File: src/rtl/ram_arbiter_init.sv
// ram_arbiter_init
//   Owns a single-port RAM with an asynchronous read port. After reset it
//   optionally fills every location with INIT_VAL. It then shares the RAM
//   between two requesters through a req/ack handshake. Arbitration is either
//   round-robin or fixed priority, with requester 0 winning under fixed priority.
//
// Ports
//   clk, rst_n             clock; asynchronous active-low reset
//   req0/wr0/addr0/wdata0  requester 0 command (held until ack0 is sampled)
//   ack0                   one-cycle pulse: requester 0 command issued to RAM
//   rdata0/rvalid0         requester 0 read data, valid one edge after ack0
//   req1 ... rvalid1       same as above, for requester 1
//   ram_cs/ram_wr          RAM chip select / write enable (registered)
//   ram_addr/ram_din       RAM address / write data (registered)
//   ram_dout               RAM read data, combinational from ram_addr
//   init_done              high once the init sequence has finished
module ram_arbiter_init #(
   parameter int unsigned   AW        = 10,
   parameter int unsigned   DW        = 8,
   parameter int unsigned   DEPTH     = 1024,
   parameter bit            INIT_EN   = 1'b1,
   parameter logic [DW-1:0] INIT_VAL  = '0,
   parameter bit            FIXED_PRI = 1'b0
) (
   input  logic          clk,
   input  logic          rst_n,
   input  logic          req0,
   input  logic          wr0,
   input  logic [AW-1:0] addr0,
   input  logic [DW-1:0] wdata0,
   output logic          ack0,
   output logic [DW-1:0] rdata0,
   output logic          rvalid0,
   input  logic          req1,
   input  logic          wr1,
   input  logic [AW-1:0] addr1,
   input  logic [DW-1:0] wdata1,
   output logic          ack1,
   output logic [DW-1:0] rdata1,
   output logic          rvalid1,
   output logic          ram_cs,
   output logic          ram_wr,
   output logic [AW-1:0] ram_addr,
   output logic [DW-1:0] ram_din,
   input  logic [DW-1:0] ram_dout,
   output logic          init_done
);

   typedef enum logic {ST_INIT, ST_RUN} state_e;

   // Init counter is one bit wider than the address so it can reach DEPTH.
   localparam logic [AW:0] LAST_CNT = (AW+1)'(DEPTH);
   localparam logic [AW:0] CNT_ONE  = {{AW{1'b0}}, 1'b1};

   state_e        state_q;
   logic [AW:0]   cnt_q;
   logic          last_q;
   logic          ram_cs_q, ram_wr_q;
   logic [AW-1:0] ram_addr_q;
   logic [DW-1:0] ram_din_q;
   logic          ack0_q, ack1_q;
   logic          rvalid0_q, rvalid1_q;
   logic [DW-1:0] rdata0_q, rdata1_q;
   logic          init_done_q;

   logic          elig0, elig1;
   logic          gnt0_d, gnt1_d;

   // A requester that is being acked this cycle is masked out. Its command
   // inputs may already be changing, and masking it also stops back-to-back
   // grants to the same requester.
   always_comb begin
      elig0  = req0 & ~ack0_q;
      elig1  = req1 & ~ack1_q;
      gnt1_d = elig1 & (~elig0 | (~FIXED_PRI & ~last_q));
      gnt0_d = elig0 & ~gnt1_d;
   end

   always_ff @(posedge clk or negedge rst_n) begin
      if (!rst_n) begin
         state_q     <= ST_INIT;
         cnt_q       <= '0;
         last_q      <= 1'b1;
         ram_cs_q    <= 1'b0;
         ram_wr_q    <= 1'b0;
         ram_addr_q  <= '0;
         ram_din_q   <= '0;
         ack0_q      <= 1'b0;
         ack1_q      <= 1'b0;
         rvalid0_q   <= 1'b0;
         rvalid1_q   <= 1'b0;
         rdata0_q    <= '0;
         rdata1_q    <= '0;
         init_done_q <= 1'b0;
      end else begin
         // Read return follows the ack cycle regardless of the new grant.
         rvalid0_q <= ack0_q & ~ram_wr_q;
         rvalid1_q <= ack1_q & ~ram_wr_q;
         if (ack0_q && !ram_wr_q) rdata0_q <= ram_dout;
         if (ack1_q && !ram_wr_q) rdata1_q <= ram_dout;

         case (state_q)
            ST_INIT: begin
               ack0_q <= 1'b0;
               ack1_q <= 1'b0;
               if (INIT_EN && (cnt_q != LAST_CNT)) begin
                  ram_cs_q   <= 1'b1;
                  ram_wr_q   <= 1'b1;
                  ram_addr_q <= cnt_q[AW-1:0];
                  ram_din_q  <= INIT_VAL;
                  cnt_q      <= cnt_q + CNT_ONE;
               end else begin
                  ram_cs_q    <= 1'b0;
                  ram_wr_q    <= 1'b0;
                  init_done_q <= 1'b1;
                  state_q     <= ST_RUN;
               end
            end
            ST_RUN: begin
               if (gnt0_d || gnt1_d) begin
                  ram_cs_q   <= 1'b1;
                  ram_wr_q   <= gnt1_d ? wr1    : wr0;
                  ram_addr_q <= gnt1_d ? addr1  : addr0;
                  ram_din_q  <= gnt1_d ? wdata1 : wdata0;
                  ack0_q     <= gnt0_d;
                  ack1_q     <= gnt1_d;
                  last_q     <= gnt1_d;
               end else begin
                  ram_cs_q <= 1'b0;
                  ram_wr_q <= 1'b0;
                  ack0_q   <= 1'b0;
                  ack1_q   <= 1'b0;
               end
            end
            default: state_q <= ST_INIT;
         endcase
      end
   end

   assign ack0      = ack0_q;
   assign ack1      = ack1_q;
   assign rdata0    = rdata0_q;
   assign rdata1    = rdata1_q;
   assign rvalid0   = rvalid0_q;
   assign rvalid1   = rvalid1_q;
   assign ram_cs    = ram_cs_q;
   assign ram_wr    = ram_wr_q;
   assign ram_addr  = ram_addr_q;
   assign ram_din   = ram_din_q;
   assign init_done = init_done_q;

endmodule

File: config.mk
export PLATFORM = sky130hd
export DESIGN_NAME = ram_arbiter_init
export DESIGN_NICKNAME = d
export VERILOG_FILES = /design/src/rtl/ram_arbiter_init.sv
export SDC_FILE = /design/constraint.sdc
export NUM_CORES = 1
export LEC_CHECK = 0
export CAP_MARGIN = 20
export CORE_MARGIN = 4
export CORE_UTILIZATION = 40
export CTS_CLUSTER_SIZE = 14
export DETAILED_ROUTE_END_ITERATION = 10
export PLACE_DENSITY = 0.8
export SYNTH_ARGS = -nofsm -noshare
export SYNTH_HDL_FRONTEND = slang
export SYNTH_SLANG_ARGS = --single-unit
export TNS_END_PERCENT = 100
File: constraint.sdc
create_clock -name clk -period 1.53 [get_ports clk]
set_input_delay 0.306 -clock clk [delete_from_list [all_inputs] [get_ports clk]]
set_output_delay 0.306 -clock clk [all_outputs]
set_load 0.01 [all_outputs]
==> impl_metrics.csv <==
group,metric,value,unit
status,outcome,"finished, violations left",
status,violations,"negative setup slack",
timing,slew_viol_final,0,
hold_path,hold_class,"in -> async",
pwr,ir_drop,0.382,mV
critical_path,crit_buf_inv,2,
floorplan,num_rows,28,
synthesis,ys.flop_type,"dfrtp_1",
routing,ant_nets,0,
timing,setup_ws,-0.0338,ns
global_routing,grt.overflow.total,0,
layout,drive_gt1_share,22.7,%
clock_network,insertion_delay,0.30,ns
critical_path,crit_chain,"nor4_4 > nand4b_4 > o21ai_4 > buf_4 > buf_6 > o2bb2ai_1",
global_routing,grt_pass1_wl,9870,microns
routing,drc,0,
global_routing,grtUsageTotal,16.5,%
clock_network,cts-htree-levels,2,
synthesis,syn_nets,255,
critical_path,ff2ff_setup_slack,-0.03,ns
synthesis,syn_area,0.00248,sq mm
synthesis,synthCells,203,
critical_path,cp-end-kind,"flop",
clock_network,clkSlewWorstSetupHoldPaths,0.10,ns
layout,n_antenna_cell,0,
global_routing,grt_max_degree,45,
layout,multi_input_area,0.00103,sq mm
critical_path,rr_startpoint,"cnt_q[4]",
timing,max_slew_margin,74.3,%
synthesis,synth.distinct_cells,40,
synthesis,async_flop_share,100,%
timing,setup_viol,8,
routing,drt_first_pass_iters,5,
routing,detail_route.wirelength,6400,microns
floorplan,dieArea,0.00752,sq mm
routing,wl_met2,3410,microns
timing,period_share,102,%
timing,finClkSkew,0.00794,ns
routing,wire_per_inst,16.1,microns
timing,fin_crit,1.56,ns
critical_path,crit_family,"simple AND/OR/NAND/NOR gates",
timing,hold_slack,0.409,ns
clock_network,clockBufferDepth,2,
routing,wirelength_met1,2590,microns
timing,tightest_slew,0.385,ns
synthesis,ys_seq_elements,54,
critical_path,r2r-end,"ram_din[7]",
floorplan,ioPinCount,91,
critical_path,crit_fanout,4,
layout,area_growth,55.3,%
synthesis,synth_edf_count,0,
placed_design,place_hpwl,4790,microns
critical_path,crit_cells,6,
placed_design,port_buffers,90,
placed_design,dp_slack,-0.339,ns
synthesis,yosys_warnings,0,
routing,vias,1984,
synthesis,syn_avg_cell_area,12.2,sq um
critical_path,critPathSlowestCell,"dfrtp_1",
timing,hold_viol_final,0,
global_routing,antenna_found_initial,0,
critical_path,critPathLaunchType,"flop",
clock_network,root_buffer,"clkbuf_8",
critical_path,crit_path_end,"ram_din[7]",
critical_path,cpPeakStageDelay,0.42,ns
timing,fmax,639,MHz
synthesis,yosysSeqAreaShare,54.6,%
routing,dr.first_iter.drc_count,104,
layout,fillers,489,
floorplan,design.core.area,0.00596,sq mm
critical_path,cp.required,1.76,ns
routing,via_per_inst,5.00,
job,max-cap-violations,0,
timing,rsz0062_at_grt,"yes",
clock_network,cts.sinks,54,
clock_network,numCtsBuffers,5,
layout,final_util,64.6,%
floorplan,die_w,86.7,microns
pwr,p_per_area,654,mW/mm^2
routing,maxUsedRoutingLayer,"met4",
floorplan,die_h,86.7,microns
critical_path,crit_arrival,1.79,ns
routing,wl_met3,355,microns
floorplan,start_util,41.6,%
critical_path,cp-startpoint,"cnt_q[4]",
pwr,power_leakage,2.08,nW
critical_path,crit_type,"reg -> reg",
pwr,power,0.00252,W
placed_design,place_congestion,0.870,
global_routing,grt_pass1_vias,2040,
clock_network,cts_tree,"built",
critical_path,worstRegToRegCells,6,
layout,regArea,0.00135,sq mm
layout,fin_nets,373,
-- cells by family after synthesis --
family / share of synthesized area [%]
AND/OR/NAND/NOR: 10.8
adder cells (fa/ha/maj): 1.01
flip-flops: 54.6
XOR/XNOR: 3.53
buffers and inverters: 5.35
multiplexers: 11.0
AO/OA/AOI/OAI: 13.8
-- power breakdown --
group	switching [W]	internal (W)	total, W
Sequential	0.00000504	0.00144	0.00144
Clock	0.000482	0.000331	0.000813
Combinational	0.0000954	0.000169	0.000265
Total	0.000582	0.00194	0.00252
-- cell usage in the layout, fill, tap and decap left out, types with 9 or more instances in the layout --
cell type        count
buf_4               26
mux2_2              17
dfrtp_1             53
xnor2_1             10
o2bb2ai_1           15
nand2_1              9
a21oi_1              9
clkdlybuf4s50_1     51
dlygate4sd2_1       17
dlymetal6s2s_1      21
inv_1               14
-- how the worst min path moves through the flow --
stage	start	to
after global placement	rst_n	ram_cs
after floorplan	rst_n	ack0
final	rst_n	ram_cs
after detailed placement	rst_n	ram_cs
after CTS	rst_n	ram_cs
after global routing	rst_n	ram_cs
-- worst register-to-register path, delay by kind of cell (launching register included) --
kind	cells	cell delay [ns]
flops	1	0.42
simple gates	2	0.52
compound gates	2	0.32
buf+inv	2	0.24
-- stage by stage --
step | TNS [ns] | cell area (sq um) | std cells
2_1_floorplan | -0.0144 | 2490 | 203
3_3_place_gp | -4.74 | 3640 | 384
3_5_place_dp | -5.56 | 3640 | 384
4_1_cts | -0.186 | 3750 | 395
5_1_grt | -1.57 | 3850 | 397
6_report | -0.0904 | 3850 | 397
-- synthesized netlist by cell type (3+ instances only) --
cell type  count  area [sq um]
nor2_1         3          11.3
buf_2          4          20.0
buf_4          3          22.5
nand2_1        9          33.8
xnor2_1       10          87.6
mux2i_1        8          80.1
nand2b_1       3          18.8
dfrtp_1       53          1330
a21oi_1        9          45.0
o31ai_1        7          52.6
inv_1         14          52.6
nand4_1        4          25.0
o2bb2ai_1     16           140
o21ai_0        8          40.0
nand3_1        3          15.0
mux2_2        17           191
nor2b_1        4          25.0
clkbuf_1       3          11.3
-- repair_timing --
action / in CTS / in global routing
hold endpoints to repair: 10 / 0
pin swaps: 1 / 1
setup buffers: 2 / 2
hold buffers: 1 / 0
gates resized for setup: 21 / 30
setup endpoints to repair: 38 / 43
-- sequential cells by signal (all words and copies together), names as in the netlist --
register	cells
ack0	1
ack1	1
cnt_q	11
init_done	1
last_q	1
ram_addr	10
ram_cs	1
ram_din	8
ram_wr	1
rdata0	8
rdata1	8
rvalid0	1
rvalid1	1
state_q	1
-- per-layer routing --
metal | track usage [%] | vias to the layer above
li1 | - | 956
met5 | 0 | -
met3 | 3.23 | 4
met2 | 28.7 | 60
met1 | 21.4 | 964
met4 | 3.68 | 0
-- area by class of cell --
| class | instances | area share [%] |
|---|---|---|
| clock inverters | 3 | 0.650 |
| flip-flops and latches | 54 | 35.1 |
| clock buffers | 5 | 1.79 |
| inverters | 14 | 1.36 |
| repair buffers | 123 | 31.9 |
| well taps | 75 | 2.44 |
| multi-input cells | 123 | 26.7 |
Power figures use the tool's default switching activity.
